### src/rtl/module_input_conditioner_pkg.sv
// Shared widths and vector types for the board-input conditioner.
package pkg_input_cond;
  localparam int SW_WIDTH = 16;
  localparam int NUM_BTN  = 4;
  localparam int NIBBLE_W = 4;

  typedef logic [SW_WIDTH-1:0] sw_word_t;
  typedef logic [NUM_BTN-1:0]  btn_vec_t;
endpackage

### src/rtl/module_input_conditioner_debouncer.sv
// One push-button: synchronizer chain, consecutive-mismatch debounce counter,
// debounced level and a one-cycle registered press pulse.
module module_debouncer #(
  parameter int SYNC_STAGES     = 2,
  parameter int DEBOUNCE_CYCLES = 100000
) (
  input  logic clk_pi,
  input  logic rst_n_pi,
  input  logic btn_pi,
  output logic level_po,
  output logic rise_po
);
  localparam int              CNT_W    = $clog2(DEBOUNCE_CYCLES + 1);
  localparam logic [CNT_W-1:0] CNT_LAST = CNT_W'(DEBOUNCE_CYCLES - 1);

  logic [SYNC_STAGES-1:0] sync_p0;
  logic [CNT_W-1:0]       cnt_p1;
  logic                   db_p1;
  logic                   rise_p1;
  logic                   b_sync;
  logic                   commit;

  assign b_sync = sync_p0[SYNC_STAGES-1];
  // The counter saturates at CNT_LAST: reaching it with a still-mismatching input commits.
  assign commit = (b_sync != db_p1) && (cnt_p1 == CNT_LAST);

  // sync -> debounce stage
  always_ff @(posedge clk_pi or negedge rst_n_pi) begin
    if (!rst_n_pi) begin
      sync_p0 <= '0;
      cnt_p1  <= '0;
      db_p1   <= 1'b0;
      rise_p1 <= 1'b0;
    end else begin
      sync_p0 <= {sync_p0[SYNC_STAGES-2:0], btn_pi};
      if (b_sync == db_p1) begin
        cnt_p1 <= '0;
      end else if (commit) begin
        db_p1  <= b_sync;
        cnt_p1 <= '0;
      end else begin
        cnt_p1 <= cnt_p1 + 1'b1;
      end
      rise_p1 <= commit & b_sync;
    end
  end

  assign level_po = db_p1;
  assign rise_po  = rise_p1;
endmodule

### src/rtl/module_input_conditioner.sv
// Board-input front end: synchronized switch word with optional hold, and
// debounced buttons that each toggle one nibble enable per press.
module module_input_conditioner
  import pkg_input_cond::*;
#(
  parameter int SYNC_STAGES     = 2,
  parameter int DEBOUNCE_CYCLES = 100000
) (
  input  logic     clk_pi,
  input  logic     rst_n_pi,
  input  sw_word_t sw_pi,
  input  btn_vec_t btn_pi,
  input  logic     lock_pi,
  output sw_word_t s_po,
  output btn_vec_t en_po,
  output btn_vec_t btn_pulse_po
);
  logic [SYNC_STAGES-1:0][SW_WIDTH-1:0] sw_sync_p0;
  logic [SYNC_STAGES-1:0]               lock_sync_p0;
  sw_word_t                             s_p1;
  btn_vec_t                             en_p2;
  btn_vec_t                             rise;
  btn_vec_t                             db_level_unused;

  // switch/lock sync -> held word stage
  always_ff @(posedge clk_pi or negedge rst_n_pi) begin
    if (!rst_n_pi) begin
      sw_sync_p0   <= '0;
      lock_sync_p0 <= '0;
      s_p1         <= '0;
    end else begin
      sw_sync_p0   <= {sw_sync_p0[SYNC_STAGES-2:0], sw_pi};
      lock_sync_p0 <= {lock_sync_p0[SYNC_STAGES-2:0], lock_pi};
      if (!lock_sync_p0[SYNC_STAGES-1]) begin
        s_p1 <= sw_sync_p0[SYNC_STAGES-1];
      end
    end
  end

  genvar gi;
  generate
    for (gi = 0; gi < NUM_BTN; gi++) begin : g_btn
      module_debouncer #(
        .SYNC_STAGES    (SYNC_STAGES),
        .DEBOUNCE_CYCLES(DEBOUNCE_CYCLES)
      ) u_db (
        .clk_pi  (clk_pi),
        .rst_n_pi(rst_n_pi),
        .btn_pi  (btn_pi[gi]),
        .level_po(db_level_unused[gi]),
        .rise_po (rise[gi])
      );
    end
  endgenerate

  // press pulse -> enable toggle stage
  always_ff @(posedge clk_pi or negedge rst_n_pi) begin
    if (!rst_n_pi) begin
      en_p2 <= '0;
    end else begin
      en_p2 <= en_p2 ^ rise;
    end
  end

  // The stored parity lags the pulse by one edge; folding the live pulse back in
  // makes the toggle visible on the same edge the pulse rises.
  assign en_po        = en_p2 ^ rise;
  assign s_po         = s_p1;
  assign btn_pulse_po = rise;
endmodule

### config.mk
export PLATFORM = sky130hd
export DESIGN_NAME = module_input_conditioner
export DESIGN_NICKNAME = d
export VERILOG_FILES = /design/src/rtl/module_input_conditioner_pkg.sv /design/src/rtl/module_input_conditioner_debouncer.sv /design/src/rtl/module_input_conditioner.sv
export SDC_FILE = /design/constraint.sdc
export NUM_CORES = 1
export LEC_CHECK = 0
export BUFFER_PORTS_ARGS = -buffer_cell sky130_fd_sc_hd__buf_2
export CAP_MARGIN = 20
export CORE_MARGIN = 1
export CORE_UTILIZATION = 25
export CTS_CLUSTER_SIZE = 16
export DETAILED_ROUTE_END_ITERATION = 7
export GPL_TIMING_DRIVEN = 1
export PLACE_DENSITY = 0.4
export SKIP_LAST_GASP = 1
export SYNTH_ARGS = -nofsm -noshare
export SYNTH_HDL_FRONTEND = slang
export SYNTH_SLANG_ARGS = --single-unit
export TNS_END_PERCENT = 20
### constraint.sdc
create_clock -name clk_pi -period 2.4 [get_ports clk_pi]
set_clock_uncertainty 0.05 [all_clocks]
set_input_delay 0.48 -clock clk_pi [delete_from_list [all_inputs] [get_ports clk_pi]]
set_output_delay 0.48 -clock clk_pi [all_outputs]
set_load 0.05 [all_outputs]
==> reports/metrics.yaml <==
critical_path:
  cp-end-kind: "flop"
  crit_chain: "ha_1, and4_1, nand2_1, o31ai_4, buf_4, nor2_1"
  start_kind: "flop"
  cpMaxStageDelayCell: "o31ai_4"
  slowest_delay_ns: 0.41
  worst-setup-path-type: "reg -> reg"
  path_max_fanout: 9
  cp.arrival_ns: 2.21
  crit_required_ns: 2.66
logic_synthesis:
  synth.largest_area_cell: "dfrtp_1"
  syn_avg_cell_area_um2: 12.3
  yosysTopAreaCellShare: 0.626
  synth_compound_area_frac: 0.0197
  yosys-top-cells-area: "dfrtp_1 (63%), xnor2_1 (6.0%), nor2_1 (4.6%)"
  synthAdderAreaFrac: 0.00908
  synth_edf_count: 0
  ys_seq_area_frac: 0.626
  ys_async_sr_fraction: 1.00
  synthCells: 449
  synth_top_family_by_area: "simple AND/OR/NAND/NOR gates"
  yosysWarnings: 0
  synth.net_count: 476
  ys.flop_type: "dfrtp_1"
  synthXorXnorAreaFrac: 0.102
  yosys-top-cells-count: "dfrtp_1 (138), nor2_1 (68), xnor2_1 (38)"
  synth-simple-area-share: 0.182
  synth.distinct_cells: 31
  yosysMostFrequentCell: "dfrtp_1"
  ys_seq_elements: 138
  synth.area.mux_share: 0.0388
  syn_area_um2: 5510
die:
  num_rows: 53
  core_um2: 21300
  die_height_um: 150
  initial_core_util: 0.259
  io-pin-count: 47
  dieArea_um2: 22600
  dieWidth_um: 150
routing:
  detail-route-antenna-nets: 0
  viasPerCell: 4.35
  routedWlPerCell_um: 13.0
  drt_pass1_iterations: 6
  drc: 0
  via_count: 3474
  wirelength_mm: 10.4
  drt_iter0_drc: 106
pwr:
  power.leakage_nw: 2.86
  vdd_drop_max_mv: 0.426
  power_w: 0.00524
  p_per_area_nw_per_um2: 784
finish:
  area_growth_pct: 21.2
  nFillCells: 2116
  nets: 538
  num_antenna_cells: 0
  seq_area_um2: 3450
  drive_above_1_share: 0.212
  multiInputGateArea_um2: 1940
timing:
  hold_viol: 0
  rsz0062_at_grt: "false"
  max_slew.worst_pin.slew_ns: 0.732
  max_slew_margin: 0.512
  setup_violations: 0
  fmax_ghz: 0.511
  slew_viol_final: 0
  finalCriticalPeriod_ns: 1.96
  period_share: 0.815
  tns_ns: 0
global_routing:
  met2_usage: 0.159
  grt_overflow: 0
  use_met1: 0.132
  grtUsageTotal: 0.103
  antenna_found_initial: 0
  grt_start_max_net_pins: 57
  grt_pass1_vias: 3670
  grtUsageMet3: 0.0342
  grt_pass1_wl_mm: 18.0
  grt-busiest-layer: "met2"
clock_network:
  tritoncts: "done"
  cts_max_path_buffers: 2
  cts_setup_buffers: 0
  clkLatencyLatePin_ns: 0.42
  htreeDepth: 4
  cts_sinks: 138
  clk_pin_slew_ns: 0.06
  cts_buffers: 17
  root_buffer: "clkbuf_16"
status:
  outcome: "completed"
placed_design:
  dp_hpwl_mm: 6.91
  io_buffers: 46
  place_congestion: 0.738
hold_path:
  hold_path_class: "in -> reg"
job:
  cap_violations: 0
-- metal layers --
| layer | up-vias | routed length (um) |
|---|---|---|
| met1 | 1718 | 5050 |
| met3 | 14 | 445 |
| met5 | - | 0 |
| li1 | 1690 | - |
| met2 | 52 | 4740 |
| met4 | 0 | 157 |
-- kinds of logic (layout without fill, tap and decap cells) --
logic type	count (synthesis)	in the layout
AND/OR/NAND/NOR	187	187
flip-flops	138	138
XOR/XNOR	64	64
buffers and inverters	24	99
multiplexers	19	19
AO/OA/AOI/OAI	13	13
adder cells (fa/ha/maj)	4	4
-- power breakdown --
group	switching, W	internal [W]
Sequential	0.0000446	0.00241
Clock	0.00102	0.00147
Combinational	0.000208	0.0000929
Total	0.00127	0.00396
-- worst max-delay path, delay by kind of cell, from the launching register on --
kind / cells / cell delay [ns]
DFF: 1 / 0.39
adders and majority gates: 1 / 0.24
buffers and inverters: 1 / 0.25
and+or+nand+nor: 3 / 0.51
AOI/OAI and AO/OA: 1 / 0.41
-- final timing paths --
| kind | endpoint | slack [ns] | startpoint | cells past startpoint |
|---|---|---|---|---|
| hold / removal | g_btn[2].u_db.sync_p0[0]$_DFF_PN0_ | 0.11 | btn_pi[2] | 1 |
| setup reg to reg | g_btn[0].u_db.cnt_p1[5]$_DFF_PN0_ | 0.44 | g_btn[0].u_db.cnt_p1[0]$_DFF_PN0_ | 6 |
| hold reg to reg | g_btn[3].u_db.sync_p0[1]$_DFF_PN0_ | 0.29 | g_btn[3].u_db.sync_p0[0]$_DFF_PN0_ | 0 |
| min in group asynchronous | s_po[3]$_DFFE_PN0N_ | 0.54 | rst_n_pi | 2 |
| setup / recovery | g_btn[0].u_db.cnt_p1[5]$_DFF_PN0_ | 0.44 | g_btn[0].u_db.cnt_p1[0]$_DFF_PN0_ | 6 |
| max in group asynchronous | g_btn[0].u_db.cnt_p1[10]$_DFF_PN0_ | 1.14 | rst_n_pi | 3 |
-- state kept, by name (all words and copies together) (netlist names) --
name and cells:
sw_sync_p0 32, g_btn.u_db.sync_p0 8, en_p2 4, g_btn.u_db.cnt_p1 68, lock_sync_p0 2, g_btn.u_db.level_po 4, s_po 16, g_btn.u_db.rise_po 4
-- layout by cell type (no fill, tap or decap), types with 3 or more instances in the layout --
cell type / n
a41o_1: 3
mux2_2: 19
and4_1: 6
clkinv_4: 3
buf_2: 45
or4_1: 4
nand2_1: 18
nor4_1: 21
nand4bb_1: 3
inv_1: 10
o31ai_1: 5
clkbuf_1: 3
inv_6: 3
clkinvlp_4: 4
ha_1: 4
nand3_1: 19
nor2_1: 68
clkbuf_16: 17
a21oi_1: 4
xnor2_1: 38
nor3_1: 13
dfrtp_1: 138
buf_4: 8
xor2_1: 26
nand4_1: 22
-- layout make-up --
cell class | instances | share of cell area
Clock buffer | 21 | 0.0674
Clock inverter | 11 | 0.0169
Inverter | 10 | 0.00562
Multi-Input combinational cell | 287 | 0.290
Sequential cell | 138 | 0.517
Tap cell | 275 | 0.0515
Timing Repair Buffer | 57 | 0.0519
-- per-stage QoR --
| step | cells | utilization | setup WS [ns] | hold slack (ns) | area (um2) |
|---|---|---|---|---|---|
| 2_1_floorplan | 449 | - | 0.704 | 0.134 | 5510 |
| 3_3_place_gp | 766 | 0.287 | 0.513 | 0.283 | 6110 |
| 3_5_place_dp | 766 | 0.287 | 0.435 | 0.285 | 6110 |
| 4_1_cts | 799 | 0.314 | 0.425 | 0.0886 | 6680 |
| 5_1_grt | 799 | 0.314 | 0.236 | 0.0897 | 6680 |
| 6_report | 799 | 0.314 | 0.445 | 0.113 | 6680 |
-- what timing repair did --
action,CTS,global route
endpoints found under the hold margin,31,0
resized for setup,0,0
hold buffers,1,0
Note: power is estimated with default switching activity, not from simulation.
